## src/rtl/uart_rx_toggle_if.sv

```systemverilog
// Receiver-side bundle: serial line in, byte bus plus level toggle out toward the slow domain.
// The receiver uses the master modport; the line driver/consumer uses slave.
interface uart_rx_toggle_if #(
   parameter int DATA_BITS = 8
);
   logic                 rx_in;
   logic [DATA_BITS-1:0] rx_data;
   logic                 rx_toggle;
   logic                 frame_err;
   logic                 rx_busy;

   modport master (
      input  rx_in,
      output rx_data,
      output rx_toggle,
      output frame_err,
      output rx_busy
   );

   modport slave (
      output rx_in,
      input  rx_data,
      input  rx_toggle,
      input  frame_err,
      input  rx_busy
   );
endinterface

```

## src/rtl/uart_rx_toggle.sv

```systemverilog
// 8N1 UART receiver: holds each good byte on rx_data and flips rx_toggle once per byte,
// so a downstream toggle synchronizer can turn it into a single write pulse in the slow domain.
module uart_rx_toggle #(
   parameter int CLKS_PER_BIT = 868,
   parameter int DATA_BITS    = 8
) (
   input logic             clk,
   input logic             rst,
   uart_rx_toggle_if.master bus
);

   localparam int CNT_W = (CLKS_PER_BIT > 1) ? $clog2(CLKS_PER_BIT) : 1;
   localparam int HALF  = CLKS_PER_BIT / 2;
   localparam int BIT_W = (DATA_BITS > 1) ? $clog2(DATA_BITS) : 1;

   localparam logic [CNT_W-1:0] HALF_LAST = CNT_W'(HALF - 1);
   localparam logic [CNT_W-1:0] FULL_LAST = CNT_W'(CLKS_PER_BIT - 1);
   localparam logic [BIT_W-1:0] LAST_BIT  = BIT_W'(DATA_BITS - 1);

   typedef enum logic [2:0] {
      IDLE,
      START,
      DATA,
      STOP,
      BREAK
   } state_t;

   logic                 sync_1;
   logic                 rx_s;

   state_t               state,      state_next;
   logic [CNT_W-1:0]     cnt,        cnt_next;
   logic [BIT_W-1:0]     bit_idx,    bit_next;
   logic [DATA_BITS-1:0] shift_reg,  shift_next;
   logic [DATA_BITS-1:0] data_reg,   data_next;
   logic                 toggle_reg, toggle_next;
   logic                 ferr_reg,   ferr_next;

   // Two-flop synchronizer; resets to the idle-high line level so reset never fakes a start bit.
   always_ff @(posedge clk) begin
      if (rst) begin
         sync_1 <= 1'b1;
         rx_s   <= 1'b1;
      end else begin
         sync_1 <= bus.rx_in;
         rx_s   <= sync_1;
      end
   end

   always_ff @(posedge clk) begin
      if (rst) begin
         state      <= IDLE;
         cnt        <= '0;
         bit_idx    <= '0;
         shift_reg  <= '0;
         data_reg   <= '0;
         toggle_reg <= 1'b0;
         ferr_reg   <= 1'b0;
      end else begin
         state      <= state_next;
         cnt        <= cnt_next;
         bit_idx    <= bit_next;
         shift_reg  <= shift_next;
         data_reg   <= data_next;
         toggle_reg <= toggle_next;
         ferr_reg   <= ferr_next;
      end
   end

   // rx_data and rx_toggle only move together on a good stop bit, which keeps the bus
   // stable for a whole frame after every flip as the slow domain expects.
   always_comb begin
      state_next  = state;
      cnt_next    = cnt;
      bit_next    = bit_idx;
      shift_next  = shift_reg;
      data_next   = data_reg;
      toggle_next = toggle_reg;
      ferr_next   = 1'b0;

      case (state)
         IDLE: begin
            cnt_next = '0;
            if (!rx_s) begin
               state_next = START;
            end
         end

         START: begin
            if (cnt == HALF_LAST) begin
               if (!rx_s) begin
                  state_next = DATA;
                  cnt_next   = '0;
                  bit_next   = '0;
               end else begin
                  state_next = IDLE;
               end
            end else begin
               cnt_next = cnt + CNT_W'(1);
            end
         end

         DATA: begin
            if (cnt == FULL_LAST) begin
               shift_next[bit_idx] = rx_s;
               cnt_next            = '0;
               if (bit_idx == LAST_BIT) begin
                  state_next = STOP;
               end else begin
                  bit_next = bit_idx + BIT_W'(1);
               end
            end else begin
               cnt_next = cnt + CNT_W'(1);
            end
         end

         // Leaving at mid-stop-bit leaves half a bit of margin to catch a back-to-back start edge.
         STOP: begin
            if (cnt == FULL_LAST) begin
               cnt_next = '0;
               if (rx_s) begin
                  data_next   = shift_reg;
                  toggle_next = ~toggle_reg;
                  state_next  = IDLE;
               end else begin
                  ferr_next  = 1'b1;
                  state_next = BREAK;
               end
            end else begin
               cnt_next = cnt + CNT_W'(1);
            end
         end

         BREAK: begin
            cnt_next = '0;
            if (rx_s) begin
               state_next = IDLE;
            end
         end

         default: begin
            state_next = IDLE;
            cnt_next   = '0;
         end
      endcase
   end

   assign bus.rx_data   = data_reg;
   assign bus.rx_toggle = toggle_reg;
   assign bus.frame_err = ferr_reg;
   assign bus.rx_busy   = (state != IDLE);

endmodule

```

## src/flat_wrapper.sv

```systemverilog
// flat-port wrapper written by rule: the top's interface ports become plain ports
module uart_rx_toggle_flat 
#(
   parameter int CLKS_PER_BIT = 868,
   parameter int DATA_BITS    = 8
)
  (clk, rst, bus_rx_in, bus_rx_data, bus_rx_toggle, bus_frame_err, bus_rx_busy);
  uart_rx_toggle_if #(.DATA_BITS(DATA_BITS)) bus_i ();
  input logic clk;
  input logic rst;
  input wire logic [$bits(bus_i.rx_in)-1:0] bus_rx_in;
  output wire logic [$bits(bus_i.rx_data)-1:0] bus_rx_data;
  output wire logic [$bits(bus_i.rx_toggle)-1:0] bus_rx_toggle;
  output wire logic [$bits(bus_i.frame_err)-1:0] bus_frame_err;
  output wire logic [$bits(bus_i.rx_busy)-1:0] bus_rx_busy;
  assign bus_i.rx_in = bus_rx_in;
  assign bus_rx_data = bus_i.rx_data;
  assign bus_rx_toggle = bus_i.rx_toggle;
  assign bus_frame_err = bus_i.frame_err;
  assign bus_rx_busy = bus_i.rx_busy;
  uart_rx_toggle #(.CLKS_PER_BIT(CLKS_PER_BIT), .DATA_BITS(DATA_BITS)) u_core (.clk(clk), .rst(rst), .bus(bus_i));
endmodule
```

## config.mk

```make
export PLATFORM = sky130hd
export DESIGN_NAME = uart_rx_toggle_flat
export DESIGN_NICKNAME = d
export VERILOG_FILES = /design/src/rtl/uart_rx_toggle_if.sv /design/src/rtl/uart_rx_toggle.sv /design/src/flat_wrapper.sv
export SDC_FILE = /design/constraint.sdc
export NUM_CORES = 1
export LEC_CHECK = 0
export CAP_MARGIN = 10
export CORE_MARGIN = 4
export CORE_UTILIZATION = 60
export CTS_CLUSTER_SIZE = 28
export DETAILED_ROUTE_END_ITERATION = 10
export HOLD_SLACK_MARGIN = 0.05
export PLACE_DENSITY = 0.79
export SLEW_MARGIN = 20
export SYNTH_ARGS = -nofsm -noshare
export SYNTH_HDL_FRONTEND = slang
export SYNTH_SLANG_ARGS = --single-unit
```

## constraint.sdc

```tcl
create_clock -name clk -period 3.1 [get_ports clk]
set_input_delay 0.775 -clock clk [delete_from_list [all_inputs] [get_ports clk]]
set_output_delay 0.775 -clock clk [all_outputs]
set_load 0.01 [all_outputs]
```

After elaboration in Yosys (flattened, before gate mapping)
Cells that the tools add are included.
{"block": "word_totals", "out_inout_bits": 11, "word_cells": 64, "ff_bits": 36}
{"block": "op_classes", "eq_ne": 16, "reduce_logical": 10, "n_lt_le_gt_ge": 2, "mux": 22, "add_sub_neg": 2, "n_bitwise": 3}
{"cell": "two-way mux 3 bit", "n": 11}
{"cell": "two-way mux 10 bit", "n": 3}
{"cell": "one-hot mux 10 bit (2 select lines)", "n": 1}
{"cell": "one-hot mux 3 bit (5 select lines)", "n": 1}
{"cell": "adder 10 x 1 -> 10 bit, second input constant", "n": 1}
{"cell": "== test 10 bit, second input constant", "n": 1}
{"cell": "== test 10 x 9 -> 1 bit, second input constant", "n": 1}
{"cell": "!= test 2 x 1 -> 1 bit, second input constant", "n": 5}
{"cell": "bitwise mux 8 bit", "n": 1}
{"cell": "== test 3 x 2 -> 1 bit, second input constant", "n": 2}
{"cell": "== test 3 bit, second input constant", "n": 2}
{"cell": "!= test 2 bit, second input constant", "n": 3}
{"cell": "one-hot mux 3 bit (2 select lines)", "n": 1}
{"cell": "AND reduction 6 bit", "n": 1}
{"cell": "AND reduction 5 bit", "n": 1}
{"cell": "less-than comparator 3 x 4 -> 1 bit, second input constant", "n": 1}
{"cell": "adder 3 x 1 -> 3 bit, second input constant", "n": 1}
{"cell": "demux 1 bit (select 3 bit)", "n": 1}
{"cell": "== test 3 x 1 -> 1 bit, second input constant", "n": 1}
{"cell": ">= comparator 3 x 1 -> 1 bit, second input constant", "n": 1}
{"cell": "zero test 3 bit", "n": 1}
{"cell": "!= test 3 bit, second input constant", "n": 1}
{"cell": "inverter 1 bit", "n": 3}
{"cell": "AND reduction 3 bit", "n": 1}
{"cell": "8 further kinds", "n": 9}

Depth between registers and ports, before layout
{"block": "depth", "word_depth": 5, "mapped_depth": 8, "ltp_nobuf": 7}

Least setup slack after synthesis
No wires, ideal clock.
{"block": "synth_timing", "path_type": "reg-to-reg", "start": "reg u_core.cnt[0]", "end": "reg u_core.state[1]", "path_buffers": 0, "t_required_ns": 2.997, "slack_ns": 1.274, "path_stages_with_launch": 7, "period_less_slack_ns": 1.826, "setup_ns": 0.103, "arrival_ns": 1.722, "cell_sequence": "dfxtp_1 ha_1 and4bb_2 nand2_2 a2111oi_4 a21oi_2 a2111oi_2"}
{"block": "synth_via", "elab_chain_cells": 3, "elab_cells_between_ends": 6}
{"element": "from (decl)", "line_no": "uart_rx_toggle.sv:32", "rtl": "logic [CNT_W-1:0] cnt, cnt_next;"}
{"element": "from (signal assigned)", "line_no": "uart_rx_toggle.sv:61", "rtl": "cnt <= cnt_next;"}
{"element": "== test 10 bit or == test 10 x 9 -> 1 bit (tied branches)", "line_no": "uart_rx_toggle.sv:104, uart_rx_toggle.sv:119, uart_rx_toggle.sv:90"}
{"element": "!= test 2 x 1 -> 1 bit (no source line)"}
{"element": "AND reduction 6 bit (no source line) (*)"}
{"element": "to (signal assigned)", "line_no": "uart_rx_toggle.sv:60", "rtl": "state <= state_next;"}
{"element": "to (decl)", "line_no": "uart_rx_toggle.sv:31", "rtl": "state_t state, state_next;"}
Mark *: on every way between the ends. The rest lies on a longest branch, timed or not.
A chain may end at the register's enable or synchronous reset.

Worst setup path after layout
{"block": "layout_timing", "start": "reg u_core.state[1]", "end": "out bus_rx_busy"}
{"block": "layout_via", "elab_chain_cells": 1}
{"element": "nonzero test 3 bit", "line_no": "uart_rx_toggle.sv:151", "rtl": "assign bus.rx_busy = (state != IDLE);"}
{"element": "to (decl)", "line_no": "flat_wrapper.sv:15", "rtl": "output wire logic [$bits(bus_i.rx_busy)-1:0] bus_rx_busy;"}
Every way passes these cells.

==> impl_results.md <==
- Status: complete, no violations
- Final wirelength: 3380 µm
- DRC: 0
- Seq/Total Area, Yosys: 0.414
- Antenna Nets Post-Route: 0
- CP endpoint kind: primary output
- Num CTS Buffers: 5
- Fill count: 219
- Final hold viol count: 0
- CP Max Fanout: 15
- Worst R2R Setup Slack: 1.06 ns
- Grt ovf: 0
- # IOs: 14
- Area leader, netlist: dfxtp_1
- Pwr Density: 457 mW/mm²
- Most frequent cells in the layout: 36 x dfxtp_1, 28 x nor2_1, 18 x nand2_1, 13 x mux2i_1, 13 x clkdlybuf4s50_1
- Iter 0 DRT Violations: 98
- CP Data Arrival Time: 1.69 ns
- Clock skew after layout: 0.00569 ns
- Initial Utilization: 0.631
- Main flop type after synthesis: dfxtp_1
- Post-route clock period utilization: 0.795
- Fin Setup TNS: 0 ns
- DP Worst Slack: 0.991 ns
- Syn avg cell area: 9.15 µm²
- Vias: 1,348
- Initial antenna violation count: 0
- Largest net degree at the start of global routing: 20
- Die height: 61.8 µm
- Crit Path Category: register to primary output
- Biggest cell delay along the critical path: 0.48 ns
- Data required, critical path: 2.32 ns
- Maximum capacitance violations: 0
- Final Max Tran Viols: 0
- Worst r2r src: u_core.cnt[0]$_SDFFE_PP0P_
- Worst Path Buf+Inv: 1
- Post-Syn Area: 0.00174 mm²
- Fmax: 406 MHz
- Via density: 5.76
- Count of final setup violators: 0
- Top cells by area, synth: dfxtp_1 41%, mux2i_1 7.5%, nor2_1 6.0%
- Resized cells post-CTS: 0
- Tmin final: 2.46 ns
- Total track usage: 0.207
- Library cells used by synthesis: 46
- Die ar.: 0.00382 mm²
- Multi-input logic area: 961 µm²
- Async set or reset register ratio after synthesis: 0
- Post-route setup slack: 0.636 ns
- Flop and latch count out of synthesis: 36
- Critical Path Source Type: register
- Tightest Hold Check Type: register to register
- Die Wd: 61.8 µm
- Clock sinks: 36
- H-tree lvl count: 2
- Min-Delay Startpoint: u_core.sync_1$_SDFF_PP1_
- CTS clk-pin slew, worst paths: 0.11 ns
- Max VDD drop: 0.000457 V
- Mapped Cells: 190
- CTS tree: yes
- N_diodes: 0
- Hold_buf cts: 0
- Row count: 19
- Commonest non-fill, non-tap cell in the layout: dfxtp_1
- Clock root buffer: clkbuf_4
- Post-layout util: 0.705
- RSZ-0062 raised after global routing: no
- Vias in the first global route: 1,263
- CP Launch Point: u_core.state[1]$_SDFFE_PP0P_
- Nets: 209
- Worst-Skew Late Latency: 0.35 ns
- Avg WL per Cell: 14.4 µm
- Synthesized Nets: 197
- Syn-to-layout area delta: 11.7%
- Register area: 721 µm²
- Clock Tree Buf Depth: 2
- Share of cells above drive strength 1: 0.108
- Leak: 0.672 nW
- Pre-Repair DR Iteration Count: 4
- Post-CTS Setup Inserts: 0
- Pin slew with the least headroom to its limit: 0.500 ns
- Critical-path cell list: or3_1 > clkdlybuf4s50_1
- Core box area: 0.00276 mm²
- Slowest stage cell, crit path: clkdlybuf4s50_1
- DP HPWL: 2350 µm
- Max FFs per register: 10
- Global-route wire length before repair: 5670 µm
- Synth top area share: 0.414
- Post-synth EDFFs: 0
- Placer Congestion: 0.854
- PortBufs: 13
- Crit path max-delay family: buffers and inverters
- Slew margin rel.: 0.666
- Synth warn: 0
-- final timing paths --
| kind | end | cells after the start |
|---|---|---|
| setup / recovery | bus_rx_busy | 2 |
| hold / removal | u_core.rx_s$_SDFF_PP1_ | 1 |
| hold reg to reg | u_core.rx_s$_SDFF_PP1_ | 1 |
| setup reg to reg | u_core.state[1]$_SDFFE_PP0P_ | 6 |
-- power breakdown --
part	total, W	switching, W	internal, W
clock	0.000272	0.000161	0.000111
sequential	0.000492	0.0000192	0.000473
combinational	0.000123	0.0000700	0.0000531
total	0.000888	0.000250	0.000637
-- through the flow --
step                      power (W)  instance area (µm²)  std cells  hold WS [ns]
final                      0.000888                 1940        234         0.428
after global placement     0.000622                 1880        226         0.391
after detailed placement   0.000625                 1880        226         0.400
after floorplan            0.000598                 1740        190         0.389
after CTS                  0.000897                 1940        234         0.432
after global routing       0.000936                 1940        234         0.449
-- per-layer routing --
metal / share of wire / global-route usage
met4: 0.020 / 0.0970
met3: 0.043 / 0.0723
met1: 0.47 / 0.261
met5: 0 / 0
met2: 0.46 / 0.315
-- cells in the mapped netlist, drive strengths merged (3+ instances only) --
cell type and number:
dfxtp 36, nor2 28, nand2 19, mux2i 13
nand3 10, a21oi 7, clkbuf 6, nor3 6
xnor2 5, buf 4, ha 4, inv 4
xor2 4, a2111oi 3, and2 3, nor2b 3
or3 3
-- cell families (layout without fill, tap and decap cells) --
group / after synthesis / count (layout) / share of synthesized area
xor+xnor: 9 / 9 / 0.0453
fa+ha+maj: 4 / 4 / 0.0288
mux: 14 / 14 / 0.0813
flops: 36 / 36 / 0.414
simple gates: 90 / 90 / 0.291
compound gates: 23 / 23 / 0.106
buf+inv: 14 / 27 / 0.0331
-- area by class of cell --
class	instances	share of cell area
multi-input cells	140	0.495
clock buffers	7	0.0283
well taps	31	0.0200
clock inverters	1	0.00386
repair buffers	15	0.0747
inverters	4	0.00773
flip-flops and latches	36	0.371
No activity file was read; power rests on OpenSTA's default activity.
